<file path="config.mk">
export PLATFORM = sky130hd
export DESIGN_NAME = mem_port_arbiter
export DESIGN_NICKNAME = d
export VERILOG_FILES = /design/src/rtl/mem_port_arbiter.sv
export SDC_FILE = /design/constraint.sdc
export NUM_CORES = 1
export LEC_CHECK = 0
export CAP_MARGIN = 20
export CORE_AREA = 8 8 142 111
export CTS_BUF_LIST = sky130_fd_sc_hd__clkbuf_8 sky130_fd_sc_hd__clkbuf_16
export CTS_CLUSTER_DIAMETER = 120
export DETAILED_ROUTE_END_ITERATION = 8
export DIE_AREA = 0 0 150 119
export MAX_ROUTING_LAYER = met4
export PLACE_DENSITY = 0.87
export SLEW_MARGIN = 20
export SYNTH_ARGS = -nofsm -noshare
export SYNTH_HDL_FRONTEND = slang
export SYNTH_SLANG_ARGS = --single-unit
</file>
<file path="constraint.sdc">
create_clock -name clk -period 2.6 [get_ports clk]
set_input_delay 0.52 -clock clk [delete_from_list [all_inputs] [get_ports clk]]
set_output_delay 0.52 -clock clk [all_outputs]
set_load 0.005 [all_outputs]
</file>
<file path="src/rtl/mem_port_arbiter.sv">
// ---------------------------------------------------------------------------
// mem_port_arbiter
//
// Purpose:
//   Shares one single-port unified instruction/data memory between two
//   requesters:
//     - port 0 (cpu): the multicycle CPU controller.
//     - port 1 (dbg): the debug/program loader.
//   When the arbiter is idle it picks one requester and latches that
//   request. It then drives the memory for LAT cycles. For a read, it
//   captures the read data at the end of the access. Finally it returns a
//   one-cycle acknowledge to the requester that won.
//
//   Transaction timeline (the request is sampled at edge N):
//     cycles N+1 .. N+LAT : BUSY, the memory strobes are active
//     cycle  N+LAT+1      : DONE, the winner's ack is high
//     next cycle          : IDLE, the arbiter can grant again
//
// Configuration:
//   MEM_ARB_RR_EN  defined     : round-robin on simultaneous requests.
//                                The port that was not granted last wins.
//   MEM_ARB_RR_EN  not defined : fixed priority. On simultaneous requests
//                                the dbg port always wins.
//   A single requester is always granted in both modes.
//
// Parameters:
//   AW   address width
//   DW   data width
//   LAT  memory access latency in cycles, legal range 1..15
//
// Ports:
//   clk, rst_n       clock; asynchronous active-low reset
//   i_cpu_req        port 0 request, held until o_cpu_ack
//   i_cpu_we         port 0 write (1) / read (0)
//   i_cpu_addr       port 0 address
//   i_cpu_wdata      port 0 write data
//   o_cpu_ack        port 0 one-cycle completion pulse
//   o_cpu_stall      i_cpu_req & ~o_cpu_ack (combinational)
//   i_dbg_*, o_dbg_ack
//                    port 1, with the same meaning as port 0
//   o_rdata          captured read data. It is valid with the ack pulse
//                    and held until the next read capture.
//   o_mem_addr, o_mem_wdata, o_mem_re, o_mem_we
//                    memory-side outputs. All are zero outside BUSY.
//   i_mem_rdata      memory read data, valid LAT cycles after o_mem_re
//                    first rises
// ---------------------------------------------------------------------------
module mem_port_arbiter #(
    parameter int AW  = 32,
    parameter int DW  = 32,
    parameter int LAT = 2
) (
    input  logic          clk,
    input  logic          rst_n,

    // Port 0: CPU controller
    input  logic          i_cpu_req,
    input  logic          i_cpu_we,
    input  logic [AW-1:0] i_cpu_addr,
    input  logic [DW-1:0] i_cpu_wdata,
    output logic          o_cpu_ack,
    output logic          o_cpu_stall,

    // Port 1: debug / program loader
    input  logic          i_dbg_req,
    input  logic          i_dbg_we,
    input  logic [AW-1:0] i_dbg_addr,
    input  logic [DW-1:0] i_dbg_wdata,
    output logic          o_dbg_ack,

    // Read data returned to whichever port won
    output logic [DW-1:0] o_rdata,

    // Memory side
    output logic [AW-1:0] o_mem_addr,
    output logic [DW-1:0] o_mem_wdata,
    output logic          o_mem_re,
    output logic          o_mem_we,
    input  logic [DW-1:0] i_mem_rdata
);

    // The 4-bit counter covers the full legal latency range 1..15.
    localparam int            CW       = 4;
    localparam logic [CW-1:0] CNT_LOAD = CW'(LAT - 1);

    typedef enum logic [1:0] {
        S_IDLE = 2'd0,
        S_BUSY = 2'd1,
        S_DONE = 2'd2
    } state_t;

    state_t        r_state;
    state_t        w_state_nxt;

    // Latched transaction. The counter runs from LAT-1 down to 0 during BUSY.
    logic [CW-1:0] r_cnt;
    logic          r_we;
    logic [AW-1:0] r_addr;
    logic [DW-1:0] r_wdata;
    logic          r_win_dbg;     // 1: port 1 owns the current transaction
    logic [DW-1:0] r_rdata;

    logic          w_any_req;
    logic          w_grant;       // a new transaction is accepted at this edge
    logic          w_tie_dbg;     // winner when both ports request together
    logic          w_grant_dbg;   // the new transaction belongs to port 1
    logic          w_busy;
    logic          w_first_cycle;
    logic          w_last_cycle;
    logic          w_cpu_ack;

    // -----------------------------------------------------------------------
    // Arbitration
    // -----------------------------------------------------------------------
    assign w_any_req = i_cpu_req | i_dbg_req;

    // Arbitration happens only in IDLE. Requests seen in BUSY or DONE are
    // not remembered; a requester that drops its request before being
    // granted is simply never served.
    assign w_grant   = (r_state == S_IDLE) & w_any_req;

`ifdef MEM_ARB_RR_EN
    // 1 means port 1 won the most recent grant. It resets to port 1, so
    // the CPU wins the first tie after reset.
    logic r_last_dbg;

    always_ff @(posedge clk or negedge rst_n) begin
        if (!rst_n) begin
            r_last_dbg <= 1'b1;
        end else if (w_grant) begin
            r_last_dbg <= w_grant_dbg;
        end
    end

    assign w_tie_dbg = ~r_last_dbg;
`else
    assign w_tie_dbg = 1'b1;
`endif

    // A lone request always wins. A tie is resolved by w_tie_dbg.
    assign w_grant_dbg = i_dbg_req & (~i_cpu_req | w_tie_dbg);

    // -----------------------------------------------------------------------
    // FSM: state register
    // -----------------------------------------------------------------------
    // NOTE: clocked state uses non-blocking assignments, so every register
    // samples the values from before the edge regardless of process order.
    always_ff @(posedge clk or negedge rst_n) begin
        if (!rst_n) begin
            r_state <= S_IDLE;
        end else begin
            r_state <= w_state_nxt;
        end
    end

    // -----------------------------------------------------------------------
    // FSM: next-state logic
    // -----------------------------------------------------------------------
    // NOTE: the next-state value is given a default first, so that no path
    // through the case leaves it unassigned (which would infer a latch).
    always_comb begin
        w_state_nxt = r_state;
        case (r_state)
            S_IDLE:  if (w_any_req)    w_state_nxt = S_BUSY;
            S_BUSY:  if (w_last_cycle) w_state_nxt = S_DONE;
            S_DONE:                    w_state_nxt = S_IDLE;
            default:                   w_state_nxt = S_IDLE;
        endcase
    end

    // -----------------------------------------------------------------------
    // Datapath: transaction latch, wait counter, read-data capture
    // -----------------------------------------------------------------------
    assign w_busy        = (r_state == S_BUSY);
    assign w_first_cycle = w_busy & (r_cnt == CNT_LOAD);
    assign w_last_cycle  = w_busy & (r_cnt == '0);

    // NOTE: the transaction registers are reset as well as the state. This
    // keeps their contents well defined right after reset, and o_rdata must
    // read zero out of reset in any case.
    always_ff @(posedge clk or negedge rst_n) begin
        if (!rst_n) begin
            r_cnt     <= '0;
            r_we      <= 1'b0;
            r_addr    <= '0;
            r_wdata   <= '0;
            r_win_dbg <= 1'b0;
            r_rdata   <= '0;
        end else begin
            if (w_grant) begin
                r_cnt     <= CNT_LOAD;
                r_win_dbg <= w_grant_dbg;
                r_we      <= w_grant_dbg ? i_dbg_we    : i_cpu_we;
                r_addr    <= w_grant_dbg ? i_dbg_addr  : i_cpu_addr;
                r_wdata   <= w_grant_dbg ? i_dbg_wdata : i_cpu_wdata;
            end else if (w_busy && !w_last_cycle) begin
                r_cnt <= r_cnt - 1'b1;
            end

            // Capture read data on the last BUSY cycle. Writes leave
            // o_rdata untouched.
            if (w_last_cycle && !r_we) begin
                r_rdata <= i_mem_rdata;
            end
        end
    end

    // -----------------------------------------------------------------------
    // FSM: output logic
    // -----------------------------------------------------------------------
    // The outputs are decoded only from registers. Reset is asynchronous,
    // so the memory strobes drop as soon as rst_n goes low, even in the
    // middle of an access.
    always_comb begin
        o_mem_addr  = '0;
        o_mem_wdata = '0;
        o_mem_re    = 1'b0;
        o_mem_we    = 1'b0;
        w_cpu_ack   = 1'b0;
        o_dbg_ack   = 1'b0;
        case (r_state)
            S_BUSY: begin
                o_mem_addr  = r_addr;
                o_mem_wdata = r_wdata;
                o_mem_re    = ~r_we;
                // Pulse the write strobe once. For LAT=1 the first and the
                // last BUSY cycle are the same cycle.
                o_mem_we    = r_we & w_first_cycle;
            end
            S_DONE: begin
                w_cpu_ack = ~r_win_dbg;
                o_dbg_ack =  r_win_dbg;
            end
            default: ;
        endcase
    end

    assign o_cpu_ack   = w_cpu_ack;
    assign o_cpu_stall = i_cpu_req & ~w_cpu_ack;
    assign o_rdata     = r_rdata;

endmodule

</file>
-- After elaboration in Yosys (flattened, before gate mapping)
Index checks and enable logic that the tools add are counted.
- word-level logic and storage cells: 44
- input port bits: 166
- register bits after elaboration: 104
- output and inout bits: 101
- reductions and logical operators: 8
- equal/unequal tests: 5
- bitwise gates (word level): 9
- multiplexer cells: 14
- add/subtract/negate cells: 1
- operators by type and width (kind ; count):
    2-to-1 mux 32 bit ; 4
    2-to-1 mux 4 bit ; 2
    AND 1 bit ; 5
    2-to-1 mux 1 bit ; 5
    equality test 4 x 1 -> 1 bit, second input constant ; 1
    logical NOT 4 bit ; 1
    2-to-1 mux 2 bit ; 2
    one-hot mux 2 bit (2 select lines) ; 1
    subtractor 4 x 1 -> 4 bit, second input constant ; 1
    inverter 1 bit ; 3
    equality test 2 x 1 -> 1 bit, second input constant ; 1
    equality test 2 bit, second input constant ; 1
    logical AND 1 bit ; 2
    logical NOT 1 bit ; 2
    logical NOT 2 bit ; 1
    != test 2 x 1 -> 1 bit, second input constant ; 1
    != test 2 bit, second input constant ; 1
    AND reduction 2 bit ; 1
    nonzero test 2 bit ; 1
    OR 1 bit ; 1

-- Depth between registers and ports, before layout
- word-level depth: 6
- mapped depth: 7
- depth with buffers taken out: 5

-- Least setup slack after synthesis
OpenSTA, ideal clock, no wires.
- kind: register -> register
- from: register r_cnt[0]
- to: register r_rdata[10], in the netlist o_rdata[10]
- slack: 0.770 ns
- cell stages (with the launch flop): 8
- arrival time: 1.704 ns
- path buffers: 2
- clock period less this slack: 1.830 ns
- library setup time: 0.125 ns
- cell sequence: dfrtp_1 inv_1 ha_1 nand2b_1 or4_4 buf_6 buf_12 mux2_4
- word-level cells in the longest chain between the ends: 3
- ends and longest elaborated chain (what ; RTL line ; source):
    start, declared ; 96 ; logic [CW-1:0] r_cnt;
    start signal, assigned ; 197 ; r_cnt <= r_cnt - 1'b1;
    logical NOT 4 bit ; 176 ; assign w_last_cycle = w_busy & (r_cnt == '0);
    AND 1 bit ; 176 ;
    logical AND 1 bit ; 202 ; if (w_last_cycle && !r_we) begin
    end signal, assigned ; 203 ; r_rdata <= i_mem_rdata;
    end, declared ; 101 ; logic [DW-1:0] r_rdata;
Every way passes these cells.
A chain may end at the register's enable or synchronous reset.

-- Worst setup path in the final report
- from: register r_state[0]
- to: output port o_mem_addr[30]
- word-level cells in the longest chain between the ends: 2
- ends and longest elaborated chain (what ; RTL line ; source):
    start, declared ; 92 ; state_t r_state;
    start signal, assigned ; 152 ; r_state <= w_state_nxt;
    equality test 2 x 1 -> 1 bit ; 221 ; case (r_state)
    2-to-1 mux 32 bit ; 221 ;
    end, declared ; 75 ; output logic [AW-1:0] o_mem_addr,
Every way passes these cells.

==> metrics <==
final setup fails 0; Congestion Overflow GR 0; max_cap viols 0; most common cell in the netlist o21ai_0; met1 WL 6.707 mm; vias in the first global route 4887; core area 13430 um^2; Initial Util 0.3902; crit path DAT 1.89 ns; DRC Markers 0; Final min period 2.407 ns; DRT antenna net count 0; Mapped Area 5239 um^2; first-pass GRT wire length 26.04 mm; CP Class reg -> out; Final Hold Fails 0; worst-path maximum fanout 52; Warnings, synthesis 0; Die Footprint 17850 um^2; All-Layer GR Usage 0.1869; Fin Setup TNS 0 ns; TritonCTS Sinks 104; CTS Buf Count 9; EDFF count, synth 0; routed length per instance 18.39 um; Seq cells post-synth 104; # nets final 890; drt first-iter violations 184; combinational share of power 0.518; sequential share of the synthesized area 0.4968; Cells after Synth 474; share of cells above drive strength 1 0.09366; clock buffer depth 2; Worst path max stage delay 0.52 ns; Main synth FF type dfrtp_1; first drt pass iteration count 4; top cell type's share of synthesized area 0.4968; sw power 2.851 mW; CP Cell Sequence nor2b_4 > buf_12 > and2_1 > clkdlybuf4s50_1; met3 routed WL 988 um; DR vias/cell 5.002; fmax 0.4155 GHz; met2 wire len 8.656 mm; sequential power share 0.331; max layer used met4; Final GP Congestion 0.8037; Setup crit end kind output pin; I/O Buffers 266; max-slew violations 0; status finished, final reports clean; H-tree depth 3; required time worst endpoint 2.08 ns; crit path max-delay cell type clkdlybuf4s50_1; IR drop worst, VDD 0.5516 mV; Worst Tran Pin Value 0.7918 ns; postcts setup bufs 0; CTS tree built; Synth cell types 28; Skew-Pair Late Insertion Delay 0.34 ns; Clk pwr share 0.151; syn_nets 643; total power 8.610 mW; initial antenna violation count 0; RSZ-0062 raised after global routing no; largest net degree at the start of global routing 57; Rows 37; I/O pin cnt 267; largest area contributor in the netlist dfrtp_1; max_slew headroom 0.4721; largest cells by area after synthesis dfrtp_1 50%, o21ai_0 13%, mux2i_1 13%; Tcrit/Tclk final 0.9257; setup skew after layout 0.007146 ns; crit path launch type register; clock-pin transition on the worst setup and hold timing paths 0.07 ns; ys async rst share 1.000; P&R area growth vs syn 59.37%; n_diodes 0; die height 119 um; Die X-Extent 150 um; Net Sw Frac 0.3312; PwrDens 1031 nW/um^2; leakage 3.596 nW; final wirelength 16.57 mm; DPL Wire Length 12.60 mm; hold crit path type in -> async; via count 4507; root buffer cell clkbuf_16; internal power 5.758 mW; Synth top cells by count 136 x o21ai_0, 104 x dfrtp_1, 66 x mux2i_1; Post-Syn Area per Cell 11.05 um^2
cells in the final DEF, fill, tap and decap left out, types with 3 or more instances in the layout:
cell | Yosys | routed
inv_1 | 3 | 3
mux2_2 | 3 | 3
clkinvlp_4 | 0 | 3
o21ai_0 | 136 | 135
dfrtp_1 | 104 | 103
clkdlybuf4s50_1 | 0 | 264
nor3_1 | 3 | 3
mux2_4 | 30 | 30
buf_12 | 3 | 4
ha_1 | 3 | 3
nor2_1 | 4 | 3
and2_1 | 64 | 64
clkbuf_16 | 0 | 9
mux2i_1 | 66 | 66
nand2_1 | 4 | 4
buf_4 | 0 | 8
kinds of logic (layout without fill, tap and decap cells):
logic type                 after synthesis  after routing  synth area share
DFF                                    104            104            0.4968
adders and majority gates                3              3          0.007166
and+or+nand+nor                         86             86            0.1005
muxes                                   99             99            0.2185
buffers and inverters                   43            295           0.04251
AOI/OAI and AO/OA                      139            139            0.1345
final timing paths:
path                                             start  depth (start not counted)  slack, ns                       to
worst min register to register  r_addr[29]$_DFFE_PN0P_                          2       0.50   r_addr[29]$_DFFE_PN0P_
max in group asynchronous                        rst_n                          2       1.67   r_state[0]$_DFFE_PN0P_
worst min-delay path                             rst_n                          1       0.19   r_wdata[2]$_DFFE_PN0P_
worst max register to register    r_cnt[0]$_DFFE_PN0P_                          5       0.53  o_rdata[23]$_DFFE_PN0P_
min in group clk                r_addr[29]$_DFFE_PN0P_                          2       0.50   r_addr[29]$_DFFE_PN0P_
worst max-delay path            r_state[0]$_DFFE_PN0P_                          4       0.19           o_mem_addr[30]
critical path, delay by kind of cell (launching register included):
kind,cells,cell delay [ns]
and+or+nand+nor,2,0.37
buffers and inverters,2,0.74
DFF,1,0.43
state kept, by name, indices dropped and copies added, names as in the netlist:
name	flops
r_cnt	4
r_state	2
r_addr	32
o_rdata	32
r_we	1
r_win_dbg	1
r_wdata	32
cell type report:
| cell class | count | area [um^2] |
|---|---|---|
| fillers | 1054 | 5076 |
| clock buffers | 9 | 225.2 |
| inverters | 3 | 11.26 |
| clock inverters | 7 | 67.56 |
| well taps | 175 | 219.0 |
| multi-input cells | 327 | 2440 |
| repair buffers | 276 | 2783 |
| flip-flops and latches | 104 | 2604 |
layer usage:
metal,up-vias,global-route usage
met3,19,0.04313
met2,168,0.3379
met4,0,0.03676
li1,2148,-
met5,-,-
met1,2172,0.2064
power by group through the flow:
stage	Sequential (mW)	Clock [mW]	Combinational [mW]
after floorplan	2.77	0	2.11
after global placement	2.81	0	4.37
after detailed placement	2.87	0	4.50
after CTS	2.85	1.34	4.52
final	2.85	1.30	4.46
after global routing	2.95	1.41	4.86
stage by stage:
stage / util / hold slack [ns] / instance area (um^2) / std cells / setup WS [ns]
after floorplan: - / 0.2244 / 5239 / 474 / 0.7705
after global placement: 0.6000 / 0.4817 / 8055 / 885 / 0.4393
after detailed placement: 0.6000 / 0.4897 / 8055 / 885 / 0.4414
after CTS: 0.6218 / 0.2150 / 8348 / 901 / 0.1195
after global routing: 0.6219 / 0.2477 / 8349 / 901 / 0.07793
final: 0.6219 / 0.1928 / 8349 / 901 / 0.1932
repair_timing:
action / CTS / global route
hold buffers: 0 / 0
hold endpoints to repair: 0 / 0
resized for setup: 0 / 1
endpoints found under the setup margin: 0 / 1
No activity file was read; power rests on OpenSTA's default activity.
